--- config.mk ---
export PLATFORM = sky130hd
export DESIGN_NAME = sap_core
export DESIGN_NICKNAME = d
export VERILOG_FILES = /design/src/rtl/sap_pkg.sv /design/src/rtl/sap_ram.sv /design/src/rtl/sap_core.sv
export SDC_FILE = /design/constraint.sdc
export NUM_CORES = 1
export LEC_CHECK = 0
export ABC_AREA = 1
export CAP_MARGIN = 20
export CORE_AREA = 2 2 123 125
export DETAILED_ROUTE_END_ITERATION = 8
export DIE_AREA = 0 0 125 127
export DONT_BUFFER_PORTS = 1
export GPL_ROUTABILITY_DRIVEN = 0
export PLACE_DENSITY = 0.74
export SLEW_MARGIN = 20
export SYNTH_ARGS = -nofsm -noshare
export SYNTH_HDL_FRONTEND = slang
export SYNTH_SLANG_ARGS = --single-unit
--- constraint.sdc ---
create_clock -name CLK -period 2.06 [get_ports CLK]
set_input_delay 0.103 -clock CLK [delete_from_list [all_inputs] [get_ports CLK]]
set_output_delay 0.103 -clock CLK [all_outputs]
set_load 0.01 [all_outputs]
--- src/rtl/sap_pkg.sv ---
// Shared SAP definitions: opcode constants, opcode width and the T-state ring encoding.
package sap_pkg;

  localparam int OPC_W = 4;

  localparam logic [OPC_W-1:0] OP_LDA = 4'h0;
  localparam logic [OPC_W-1:0] OP_ADD = 4'h1;
  localparam logic [OPC_W-1:0] OP_SUB = 4'h2;
  localparam logic [OPC_W-1:0] OP_STA = 4'h3;
  localparam logic [OPC_W-1:0] OP_LDI = 4'h4;
  localparam logic [OPC_W-1:0] OP_JMP = 4'h5;
  localparam logic [OPC_W-1:0] OP_JZ  = 4'h6;
  localparam logic [OPC_W-1:0] OP_JC  = 4'h7;
  localparam logic [OPC_W-1:0] OP_OUT = 4'hE;
  localparam logic [OPC_W-1:0] OP_HLT = 4'hF;

  // The encoding doubles as the debug t_state value (T1 reads as 0).
  typedef enum logic [2:0] {
    T1 = 3'd0,
    T2 = 3'd1,
    T3 = 3'd2,
    T4 = 3'd3,
    T5 = 3'd4,
    T6 = 3'd5
  } t_state_t;

  function automatic t_state_t next_t(input t_state_t t);
    case (t)
      T1:      return T2;
      T2:      return T3;
      T3:      return T4;
      T4:      return T5;
      T5:      return T6;
      default: return T1;
    endcase
  endfunction

endpackage

--- src/rtl/sap_ram.sv ---
// SAP program/data RAM: combinational read, synchronous write, with the write
// port shared between the programmer (program mode) and the core's STA.
module sap_ram
  import sap_pkg::*;
#(
  parameter int DATA_W = 8,
  parameter int ADDR_W = 4
) (
  input  logic              clk,
  input  logic              prog_sel,
  input  logic              prog_we,
  input  logic [ADDR_W-1:0] prog_addr,
  input  logic [DATA_W-1:0] prog_data,
  input  logic              core_we,
  input  logic [ADDR_W-1:0] core_addr,
  input  logic [DATA_W-1:0] core_data,
  input  logic [ADDR_W-1:0] raddr,
  output logic [DATA_W-1:0] rdata
);

  logic [DATA_W-1:0] mem [2**ADDR_W];
  logic              we;
  logic [ADDR_W-1:0] waddr;
  logic [DATA_W-1:0] wdata;

  always_comb begin
    we    = prog_sel ? prog_we   : core_we;
    waddr = prog_sel ? prog_addr : core_addr;
    wdata = prog_sel ? prog_data : core_data;
  end

  // Contents deliberately survive reset so a loaded program can be rerun.
  always_ff @(posedge clk) begin
    if (we) mem[waddr] <= wdata;
  end

  assign rdata = mem[raddr];

endmodule

--- src/rtl/sap_core.sv ---
// SAP-1 style core: six-state ring sequencer, A/B registers, output register.
// Define SAP_CORE_JUMP_EN to build the JMP/JZ/JC opcodes and the Z/C flags.
module sap_core
  import sap_pkg::*;
#(
  parameter int DATA_W = 8,
  parameter int ADDR_W = 4
) (
  input  logic              CLK,
  input  logic              CLR_bar,
  input  logic              run_or_prog,
  input  logic              prog_write,
  input  logic [ADDR_W-1:0] programmer_address,
  input  logic [DATA_W-1:0] programmer_data,
  output logic [DATA_W-1:0] display,
  output logic              display_valid,
  output logic              HLT_bar,
  output logic [2:0]        t_state
);

  t_state_t          state;
  logic [ADDR_W-1:0] pc;
  logic [ADDR_W-1:0] mar;
  logic [DATA_W-1:0] ir;
  logic [DATA_W-1:0] a;
  logic [DATA_W-1:0] b;
  logic [DATA_W-1:0] ram_rdata;
  logic [OPC_W-1:0]  opcode;
  logic [ADDR_W-1:0] operand;
  logic [DATA_W-1:0] operand_ext;
  logic              core_we;

`ifdef SAP_CORE_JUMP_EN
  logic              z_flag;
  logic              c_flag;
  // One extra bit holds carry-out for ADD and borrow for SUB.
  logic [DATA_W:0]   sum;
  logic [DATA_W:0]   diff;
  assign sum  = {1'b0, a} + {1'b0, b};
  assign diff = {1'b0, a} - {1'b0, b};
`else
  logic [DATA_W-1:0] sum;
  logic [DATA_W-1:0] diff;
  assign sum  = a + b;
  assign diff = a - b;
`endif

  assign opcode      = ir[ADDR_W+OPC_W-1:ADDR_W];
  assign operand     = ir[ADDR_W-1:0];
  assign operand_ext = {{(DATA_W-ADDR_W){1'b0}}, operand};
  assign t_state     = state;
  assign core_we     = run_or_prog && HLT_bar && (state == T5) && (opcode == OP_STA);

  sap_ram #(
    .DATA_W(DATA_W),
    .ADDR_W(ADDR_W)
  ) u_ram (
    .clk      (CLK),
    .prog_sel (!run_or_prog),
    .prog_we  (prog_write),
    .prog_addr(programmer_address),
    .prog_data(programmer_data),
    .core_we  (core_we),
    .core_addr(mar),
    .core_data(a),
    .raddr    (mar),
    .rdata    (ram_rdata)
  );

  // Program mode restarts the fetch at address 0 but keeps the datapath
  // registers; HALT freezes everything including the T-state.
  always_ff @(posedge CLK or negedge CLR_bar) begin
    if (!CLR_bar) begin
      state         <= T1;
      pc            <= '0;
      mar           <= '0;
      ir            <= '0;
      a             <= '0;
      b             <= '0;
      display       <= '0;
      display_valid <= 1'b0;
      HLT_bar       <= 1'b1;
`ifdef SAP_CORE_JUMP_EN
      z_flag        <= 1'b0;
      c_flag        <= 1'b0;
`endif
    end else if (!run_or_prog) begin
      state         <= T1;
      pc            <= '0;
      HLT_bar       <= 1'b1;
      display_valid <= 1'b0;
    end else if (!HLT_bar) begin
      display_valid <= 1'b0;
    end else begin
      display_valid <= 1'b0;
      state         <= next_t(state);
      case (state)
        T1: mar <= pc;
        T2: pc  <= pc + 1'b1;
        T3: ir  <= ram_rdata;
        T4: begin
          case (opcode)
            OP_LDA, OP_ADD, OP_SUB, OP_STA: mar <= operand;
            OP_LDI: begin
              a <= operand_ext;
`ifdef SAP_CORE_JUMP_EN
              z_flag <= (operand_ext == '0);
`endif
            end
`ifdef SAP_CORE_JUMP_EN
            OP_JMP: pc <= operand;
            OP_JZ:  if (z_flag) pc <= operand;
            OP_JC:  if (c_flag) pc <= operand;
`endif
            OP_OUT: begin
              display       <= a;
              display_valid <= 1'b1;
            end
            OP_HLT: begin
              HLT_bar <= 1'b0;
              state   <= T4;
            end
            default: ;
          endcase
        end
        T5: begin
          case (opcode)
            OP_LDA: begin
              a <= ram_rdata;
`ifdef SAP_CORE_JUMP_EN
              z_flag <= (ram_rdata == '0);
`endif
            end
            OP_ADD, OP_SUB: b <= ram_rdata;
            default: ;
          endcase
        end
        T6: begin
          case (opcode)
            OP_ADD: begin
              a <= sum[DATA_W-1:0];
`ifdef SAP_CORE_JUMP_EN
              c_flag <= sum[DATA_W];
              z_flag <= (sum[DATA_W-1:0] == '0);
`endif
            end
            OP_SUB: begin
              a <= diff[DATA_W-1:0];
`ifdef SAP_CORE_JUMP_EN
              c_flag <= !diff[DATA_W];
              z_flag <= (diff[DATA_W-1:0] == '0);
`endif
            end
            default: ;
          endcase
        end
        default: ;
      endcase
    end
  end

endmodule

==> results.py <==
metrics = {
    "logic_synthesis": {
        "syn_avg_cell_area_um2": 9.67,
        "yosysMostFrequentCell": "nand2_1",
        "synth_common_cells": "nand2_1 (215), edfxtp_1 (128), inv_1 (96)",
        "synth_seq_area_share_pct": 61.4,
        "ys_seq_elements": 173,
        "async_reset_ff_share_pct": 26.0,
        "yosysTopAreaCellShare_pct": 47.5,
        "synth-main-ff-cell": "edfxtp_1",
        "synth_area_leaders": "edfxtp_1 (47%), dfrtp_1 (14%), nand2_1 (10%)",
        "netlist_area_um2": 8090,
        "synth_nets": 863,
        "synth-edff-count": 128,
        "netlist_instances": 837,
        "ys_types": 43,
        "yosysWarnings": 0,
        "synth_top_area_cell": "edfxtp_1",
    },
    "clocking": {
        "cts-buffers-inserted": 17,
        "cts_tree": "done",
        "cts.clk_slew.worst_paths_ps": 70,
        "cts.path.max_buffers": 2,
        "clock_latency_ps": 430,
        "cts_root_buffer": "clkbuf_16",
        "htree_levels": 4,
        "cts_sinks": 173,
    },
    "die": {
        "start_util_pct": 56.1,
        "coreArea_um2": 14400,
        "rows": 44,
        "die_w_um": 125,
        "die_h_um": 127,
        "die_area_um2": 15900,
        "ios": 29,
    },
    "sta": {
        "min_period_ps": 2220,
        "hold_viol": 0,
        "tightest_slew_ps": 598,
        "drv_slew": 0,
        "maxSlewHeadroom_pct": 59.7,
        "grt_setup_unrepaired": "true",
        "max_freq_ghz": 0.450,
        "setup_ws_ps": -160,
        "finalSetupViolCount": 5,
        "period_share_pct": 108,
        "clock_skew_ps": 8.21,
    },
    "pwr": {
        "p_leak_nw": 4.06,
        "seqPwrFrac_pct": 36.8,
        "comb_power_share_pct": 36.8,
        "internal_power_mw": 7.53,
        "swShare_pct": 36.6,
        "pwr-share-clk_pct": 26.4,
        "peakVddDrop_uv": 847,
        "power_density_nw_per_um2": 1240,
        "power.switching_mw": 4.35,
    },
    "hold_path": {
        "hold_path.class": "input port to flip-flop",
    },
    "worst_setup_path": {
        "required_ps": 2380,
        "reg2reg_setup_slack_ps": -160,
        "critical_path_class": "flip-flop to flip-flop",
        "crit_fanout": 4,
        "worstPathArrival_ps": 2540,
        "critPathCaptureType": "flip-flop",
        "cp-start-kind": "flip-flop",
    },
    "final_layout": {
        "fill_cells": 1049,
        "fin_util_pct": 66.5,
        "drive_gt1_share_pct": 18.1,
        "nets": 920,
        "final_cells": 1092,
        "area_growth_pct": 18.5,
    },
    "routing": {
        "drt-total-wl_mm": 20.1,
        "drc": 0,
        "dr.pass1.iters": 5,
        "first_iter_violations": 668,
        "drtAntennaViolNets": 0,
        "avgViaCountPerCell": 5.64,
        "wl_per_cell_um": 18.4,
        "vias": 6154,
    },
    "global_route": {
        "antenna_found_initial": 1,
        "first_global_vias": 5988,
        "grtUsageTotal_pct": 25.1,
        "grt_max_degree": 82,
        "grt_pass1_wl_mm": 30.8,
        "gr-total-overflow": 0,
    },
    "status": {
        "violations": "setup timing",
        "status": "finished, violations left",
    },
    "flow_run": {
        "drv_cap": 0,
    },
    "placed_design": {
        "io_buffers": 0,
        "dp_hpwl_mm": 12.3,
        "dp.cells": 1050,
    },
}
logic make-up after synthesis:
kind of cell	share of synthesized area [%]
mux	0.139
flops	61.4
fa+ha+maj	1.64
xor+xnor	0.974
compound gates	8.05
simple gates	20.6
buf+inv	7.22
routing by layer:
layer | GRT usage [%] | up-vias | share of wire [%] | routed length, um
met2 | 41.7 | 243 | 50 | 10000
met5 | 0 | - | 0 | 0
met3 | 4.77 | 56 | 6.3 | 1270
li1 | - | 2898 | - | -
met4 | 11.0 | 0 | 3.4 | 680
met1 | 32.7 | 2957 | 41 | 8180
worst max-delay path: stages, from the launching register on:
cell and delay [ps]:
dfrtp_1 390, buf_4 150, nor2_4 90, nand2_2 90, buf_6 130, nand2_4 90, xor2_4 190, ha_4 250
buf_6 130, nand3_1 90, nand2_1 70, xnor2_1 160, nor2_1 60, nor2_1 120, a21oi_1 80
registers in the layout (all words and copies together) (netlist names):
name	flops
a	8
u_ram.mem	128
pc	4
display	8
b	8
t_state	3
display_valid	1
HLT_bar	1
mar	4
ir	8
final timing paths:
path,depth (start not counted),endpoint,startpoint
worst max-delay path,14,a[4],b[1]
worst min-delay path,3,u_ram.mem[15][2],programmer_data[2]
worst max register to register,14,a[4],b[1]
worst min register to register,2,pc[3],pc[3]
max in group asynchronous,2,HLT_bar,CLR_bar
min in group asynchronous,2,a[6],CLR_bar
layout by cell type (no fill, tap or decap), types with 4 or more instances in the layout:
cell and count:
inv_2 10, o21ai_1 13, nand2_4 5, o211ai_1 17, clkbuf_16 17, nand3_2 4
a21oi_1 20, dfrtp_1 43, o21ai_0 44, buf_4 62, clkinv_1 6, nor2_1 74
nand2_2 10, xor2_1 4, nand4_1 4, nand2_1 201, nand3_1 75, nor2_4 5
edfxtp_1 128, inv_6 4, ha_4 5, inv_1 91
layout make-up:
| type | count | area (um2) | area share, % |
|---|---|---|---|
| Clock inverter | 14 | 143 | 1.49 |
| Sequential cell | 173 | 4970 | 51.9 |
| Antenna cell | 1 | 2.50 | 0.0261 |
| Clock buffer | 18 | 429 | 4.48 |
| Timing Repair Buffer | 70 | 587 | 6.12 |
| Multi-Input combinational cell | 526 | 2820 | 29.4 |
| Inverter | 106 | 403 | 4.20 |
| Tap cell | 184 | 230 | 2.40 |
power groups by stage:
stage | Combinational [mW] | Sequential (mW) | Clock [mW]
after floorplan | 2.43 | 4.36 | 0
after global placement | 3.36 | 4.39 | 0
after detailed placement | 3.44 | 4.40 | 0
after CTS | 3.71 | 4.33 | 3.17
after global routing | 4.77 | 4.39 | 3.33
final | 4.37 | 4.37 | 3.14
through the flow:
stage | setup slack (ps) | total power, mW | cell area [um2] | setup TNS [ps] | hold slack, ps
floorplan | -24.4 | 6.79 | 8120 | -318 | -193
global placement | -112 | 7.74 | 8640 | -138 | -191
detailed placement | -169 | 7.85 | 8640 | -654 | -192
CTS | -32.0 | 11.2 | 9370 | -86.1 | 105
global route | -247 | 12.5 | 9590 | -1020 | 150
finish | -160 | 11.9 | 9590 | -573 | 153
repair_timing:
item / CTS / global route
gates cloned: 0 / 0
hold endpoints to repair: 52 / 0
hold buffers: 3 / 0
endpoints found under the setup margin: 6 / 32
setup buffers: 4 / 2
pin swaps: 16 / 25
resized for setup: 24 / 39
No activity file was read; power rests on OpenSTA's default activity.
